<file path="src/rtl/irq_input_conditioner.sv">
// irq_input_conditioner
// Front end of the interrupt controller: synchronises raw interrupt lines,
// debounces each line against a shared threshold, and turns the debounced
// level into a one-cycle edge pulse or a level request. Reverted changes are
// reported through sticky per-line glitch flags.
module irq_input_conditioner #(
  parameter int NUM_IRQ     = 4,
  parameter int SYNC_STAGES = 2,
  parameter int DEBOUNCE_W  = 4
) (
  input  logic                  pclk_i,
  input  logic                  rst_n_i,
  input  logic                  enable_i,
  input  logic [NUM_IRQ-1:0]    irq_raw_i,
  input  logic [2*NUM_IRQ-1:0]  edge_sel_i,
  input  logic [DEBOUNCE_W-1:0] debounce_i,
  input  logic [NUM_IRQ-1:0]    glitch_clr_i,
  output logic [NUM_IRQ-1:0]    irq_trigger_o,
  output logic [NUM_IRQ-1:0]    irq_level_o,
  output logic [NUM_IRQ-1:0]    glitch_o
);

  typedef enum logic {
    ST_STABLE    = 1'b0,
    ST_CANDIDATE = 1'b1
  } deb_state_e;

  localparam logic [1:0] MODE_RISE  = 2'b00;
  localparam logic [1:0] MODE_FALL  = 2'b01;
  localparam logic [1:0] MODE_BOTH  = 2'b10;
  localparam logic [1:0] MODE_LEVEL = 2'b11;

  // Synchroniser chain, one vector per stage; stage 0 samples the raw lines.
  logic [NUM_IRQ-1:0] sync_q [SYNC_STAGES];
  logic [NUM_IRQ-1:0] sync_d [SYNC_STAGES];
  logic [NUM_IRQ-1:0] sync_x;

  assign sync_x = sync_q[SYNC_STAGES-1];

  // Shift the synchroniser only while enabled so a held line is not lost.
  always_comb begin
    sync_d = sync_q;
    if (enable_i) begin
      sync_d[0] = irq_raw_i;
      for (int k = 1; k < SYNC_STAGES; k++) begin
        sync_d[k] = sync_q[k-1];
      end
    end
  end

  // Synchroniser register.
  always_ff @(posedge pclk_i or negedge rst_n_i) begin
    if (!rst_n_i) begin
      for (int k = 0; k < SYNC_STAGES; k++) begin
        sync_q[k] <= '0;
      end
    end else begin
      sync_q <= sync_d;
    end
  end

  for (genvar gi = 0; gi < NUM_IRQ; gi++) begin : g_line
    deb_state_e            state_q, state_d;
    logic [DEBOUNCE_W-1:0] cnt_q, cnt_d;
    logic                  s_q, s_d;
    logic                  glitch_q, glitch_d;
    logic                  trig_q, trig_d;
    logic                  commit;
    logic [1:0]            mode;

    assign mode = edge_sel_i[2*gi +: 2];

    // Debounce FSM: a change must persist for D+1 consecutive edges before
    // it is committed to the stable level; an early revert flags a glitch.
    always_comb begin
      state_d  = state_q;
      cnt_d    = cnt_q;
      s_d      = s_q;
      glitch_d = glitch_q;
      commit   = 1'b0;
      if (enable_i) begin
        if (glitch_clr_i[gi]) begin
          glitch_d = 1'b0;
        end
        case (state_q)
          ST_STABLE: begin
            if (sync_x[gi] != s_q) begin
              if (debounce_i == '0) begin
                commit = 1'b1;
              end else begin
                state_d = ST_CANDIDATE;
                cnt_d   = DEBOUNCE_W'(1);
              end
            end else begin
              cnt_d = '0;
            end
          end
          ST_CANDIDATE: begin
            if (sync_x[gi] == s_q) begin
              state_d  = ST_STABLE;
              cnt_d    = '0;
              glitch_d = 1'b1;
            end else if (cnt_q >= debounce_i) begin
              // >= so that lowering D mid-candidate commits promptly.
              commit = 1'b1;
            end else begin
              cnt_d = cnt_q + DEBOUNCE_W'(1);
            end
          end
          default: begin
            state_d = ST_STABLE;
            cnt_d   = '0;
          end
        endcase
        if (commit) begin
          s_d     = sync_x[gi];
          state_d = ST_STABLE;
          cnt_d   = '0;
        end
      end
    end

    // Trigger: level mode follows the new stable level (held while disabled);
    // edge modes pulse only on a commit in the selected direction.
    always_comb begin
      trig_d = 1'b0;
      if (mode == MODE_LEVEL) begin
        trig_d = enable_i ? s_d : trig_q;
      end else if (enable_i) begin
        case (mode)
          MODE_RISE: trig_d = commit & s_d;
          MODE_FALL: trig_d = commit & ~s_d;
          MODE_BOTH: trig_d = commit;
          default:   trig_d = 1'b0;
        endcase
      end
    end

    // Per-line state and output registers.
    always_ff @(posedge pclk_i or negedge rst_n_i) begin
      if (!rst_n_i) begin
        state_q  <= ST_STABLE;
        cnt_q    <= '0;
        s_q      <= 1'b0;
        glitch_q <= 1'b0;
        trig_q   <= 1'b0;
      end else begin
        state_q  <= state_d;
        cnt_q    <= cnt_d;
        s_q      <= s_d;
        glitch_q <= glitch_d;
        trig_q   <= trig_d;
      end
    end

    assign irq_level_o[gi]   = s_q;
    assign irq_trigger_o[gi] = trig_q;
    assign glitch_o[gi]      = glitch_q;
  end

endmodule
</file>
<file path="config.mk">
export PLATFORM = sky130hd
export DESIGN_NAME = irq_input_conditioner
export DESIGN_NICKNAME = d
export VERILOG_FILES = /design/src/rtl/irq_input_conditioner.sv
export SDC_FILE = /design/constraint.sdc
export NUM_CORES = 1
export LEC_CHECK = 0
export BUFFER_PORTS_ARGS = -buffer_cell sky130_fd_sc_hd__buf_2
export CORE_MARGIN = 8
export CORE_UTILIZATION = 40
export DETAILED_ROUTE_END_ITERATION = 10
export PLACE_DENSITY = 0.7
export SLEW_MARGIN = 15
export SYNTH_ARGS = -nofsm -noshare
export SYNTH_HDL_FRONTEND = slang
export SYNTH_SLANG_ARGS = --single-unit
</file>
<file path="constraint.sdc">
create_clock -name pclk_i -period 3.17 [get_ports pclk_i]
set_input_delay 0.1585 -clock pclk_i [delete_from_list [all_inputs] [get_ports pclk_i]]
set_output_delay 0.1585 -clock pclk_i [all_outputs]
set_load 0.02 [all_outputs]
</file>
==> Flow_metrics.wiki <==
{| class="wikitable"
! Metric !! Value
|-
| Max-slew headroom || 38.4%
|-
| Final nets || 328
|-
| Post-Syn Instances || 262
|-
| IO Count || 35
|-
| Footprint of the flip-flops and latches || 0.00100 mm²
|-
| Initial DRT Pass Iterations || 6
|-
| Number of distinct library cells after synthesis || 48
|-
| Maximum achievable frequency || 504 MHz
|-
| Root buf cell || sky130_fd_sc_hd__clkbuf_8
|-
| Growth of design area from synthesis to finish || 10.6%
|-
| Number of setup violations in the final report || 0
|-
| Filler cell count in the final layout || 612
|-
| Power, Total || 1920 µW
|-
| Core footprint || 0.00624 mm²
|-
| Commonest non-fill, non-tap cell in the layout || sky130_fd_sc_hd__dfrtp_1
|-
| Power Dens Cells || 685 mW/mm²
|-
| Fin cells || 363
|-
| Count of cells along the worst register-to-register path || 7
|-
| Final hold vios || 5
|-
| Post-CTS setup buffer count || 0
|-
| Starting DRC count in detailed routing || 63
|-
| Routed Wire Length || 4970 µm
|-
| Clock tree from TritonCTS || yes
|-
| Setup slack of the most critical reg-to-reg path || 1190 ps
|-
| Slew at the pin closest to its max-slew limit || 924 ps
|-
| Avg Cell Area, Syn || 9.67 µm²
|-
| Layout Skew || 2.41 ps
|-
| Wire length of the first global-routing pass || 8590 µm
|-
| Routability congestion estimate || 0.822
|-
| Die Height || 95.6 µm
|-
| Post-Route Setup TNS || 0 ps
|-
| Reg2Reg Capture Point || g_line[3].trig_q$_DFFE_PN0P_
|-
| Overall die area || 0.00913 mm²
|-
| Final min period || 1980 ps
|-
| Design Area, Final || 0.00280 mm²
|-
| TritonCTS buffer count || 5
|-
| Post-cts gate resize count || 0
|-
| Overall routing resource usage || 11.7%
|-
| Area after detailed placement || 0.00269 mm²
|-
| Worst hold-check path type || input port to asynchronous set/reset pin
|-
| ANT nets after route || 0
|-
| Startpoint type of the worst setup path || register
|-
| Pre-CTS WS || 1200 ps
|-
| Area of the multi-input gates || 0.00137 mm²
|-
| Longest Clk Path Bufs || 2
|-
| Endpoint class of the critical path || register
|-
| Placed cell count || 355
|-
| Via density per instance || 5.34
|-
| DPL Wire Length || 3640 µm
|-
| Sink Count || 40
|-
| Share of the synthesized area in the top cell type || 39.5%
|-
| Max Slew Vio Count || 0
|-
| Violations in the final reports || hold timing
|-
| Yosys warnings || 0
|-
| H-tree Lvls || 2
|-
| Final setup slack of the worst path || 1190 ps
|-
| Count of input and output buffers || 34
|-
| Total number of vias || 1939
|-
| Mapped Area || 0.00253 mm²
|-
| Crit path from || g_line[3].cnt_q[0]$_DFFE_PN0P_
|-
| Largest driver fanout on the critical path || 5
|-
| Initial antenna violation count || 0
|-
| Endpoint required time on the critical path || 3350 ps
|-
| Reg-to-reg startpoint || g_line[3].cnt_q[0]$_DFFE_PN0P_
|-
| Post-Synthesis Net Count || 305
|-
| Share of cells above drive strength 1 || 21.3%
|-
| Most area-hungry cell type in the Yosys netlist || sky130_fd_sc_hd__dfrtp_1
|-
| Global-route congestion overflow total || 0
|-
| Final clock period utilization by the worst path || 62.6%
|-
| Most frequent cells in the layout || sky130_fd_sc_hd__dfrtp_1 (40), sky130_fd_sc_hd__buf_2 (34), sky130_fd_sc_hd__nand2_1 (33)
|-
| Sequential share of the synthesized area || 39.5%
|-
| Clock latency at the later pin of the worst-skew pair || 290 ps
|-
| Clk pin slew, worst setup/hold paths || 80 ps
|-
| Arrival time of data at the critical path endpoint || 2160 ps
|-
| Number of maximum-capacitance constraint violations || 0
|-
| Width of the die || 95.6 µm
|-
| Average routed wire per standard cell || 13.7 µm
|-
| Post-route worst hold slack || -13.4 ps
|-
| Outcome || finished with violations
|-
| Unrepaired setup endpoints after global routing || false
|-
| Number of diodes added for antenna fixing || 0
|-
| Maximum vdd drop || 0.387 mV
|-
| Vias in the first global route || 1857
|-
| DRC || 0
|-
| Top post-synthesis cells by area || sky130_fd_sc_hd__dfrtp_1 (40%), sky130_fd_sc_hd__ha_1 (9.9%), sky130_fd_sc_hd__nand2_1 (4.9%)
|-
| CTS Hold Bufs || 0
|-
| Starting density of the core || 40.6%
|-
| P_leak || 0.00135 µW
|-
| Startpoint-to-endpoint class of the critical path || register to register
|-
| Post-synthesis sequential element count || 40
|-
| Standard-cell rows || 29
|-
| Pin count of the biggest net entering global routing || 41
|}
[metal layers]
metal | vias up | part of all wire [%] | global-route usage [%]
met5 | - | 0 | 0
met4 | 0 | 1.4 | 4.23
met3 | 6 | 5.2 | 3.31
met2 | 31 | 48 | 19.7
met1 | 910 | 45 | 14.0
li1 | 992 | - | -
[worst max path at each step]
| stage | depth (start not counted) | slack [ps] | end |
|---|---|---|---|
| 6_report | 7 | 1190 | g_line[3].trig_q$_DFFE_PN0P_ |
| 3_5_place_dp | 7 | 1200 | g_line[1].s_q$_DFF_PN0_ |
| 3_3_place_gp | 7 | 1250 | g_line[1].s_q$_DFF_PN0_ |
| 2_1_floorplan | 5 | 1350 | g_line[1].s_q$_DFF_PN0_ |
| 4_1_cts | 7 | 1180 | g_line[3].trig_q$_DFFE_PN0P_ |
| 5_1_grt | 7 | 990 | g_line[3].state_q$_DFFE_PN0P_ |
[cells in the mapped netlist, drive strengths merged]
master and instances:
dfrtp 40, nand2 34, ha 20, o21ai 17, buf 13, a21oi 12, inv 12, nor2 12
mux2 11, nand3 7, clkbuf 6, nand2b 6, and3 5, o2bb2ai 5, a211oi 4, a21o 4
nand3b 4, nor3 4, nor3b 4, o22ai 4, xor2 4, nor4 3, o21a 3, o31ai 3
a211o 2, a22o 2, and2 2, mux2i 2, nand4b 2, nor4b 2, o2111ai 2, o211ai 2
xnor2 2, a311o 1, a32o 1, a32oi 1, nor2b 1, o2111a 1, o211a 1, or4 1
[critical path, stage by stage (launching register included)]
cell and delay [ps]:
sky130_fd_sc_hd__dfrtp_1 410, sky130_fd_sc_hd__inv_1 80, sky130_fd_sc_hd__ha_1 260, sky130_fd_sc_hd__nand2b_1 140
sky130_fd_sc_hd__a21o_1 190, sky130_fd_sc_hd__a21oi_1 360, sky130_fd_sc_hd__a211oi_1 100, sky130_fd_sc_hd__a311o_1 330
[area by class of cell]
cell class	count	share of cell area [%]
sequential	40	35.7
inverter	12	1.61
clock buffer	5	2.46
timing repair buffer	35	6.34
clock inverter	3	1.52
multi-input combinational	191	48.9
tap	77	3.44
[report_power, final]
group	leakage [µW]	total (µW)	switching (µW)	internal, µW
clock	0.0000541	417	184	233
combinational	0.000776	716	419	297
sequential	0.000515	785	143	641
[metrics by stage]
step	hold slack [ps]	util, %
floorplan	-137	-
global placement	343	43.1
detailed placement	350	43.1
CTS	28.2	44.9
global route	65.3	44.9
finish	-13.4	44.9
[state kept, by name, indices dropped and copies added, names as in the netlist]
name	flops
g_line.cnt_q	16
g_line.glitch_q	4
g_line.s_q	4
g_line.state_q	4
g_line.trig_q	4
sync_q	4
sync_x	4
[logic make-up after synthesis]
family,synth area share [%]
and+or+nand+nor,18.7
AOI/OAI and AO/OA,17.4
DFF,39.5
buffers and inverters,6.42
adders and majority gates,9.88
muxes,5.68
xor gates and xnor gates,2.37
Note: power is estimated with default switching activity, not from simulation.
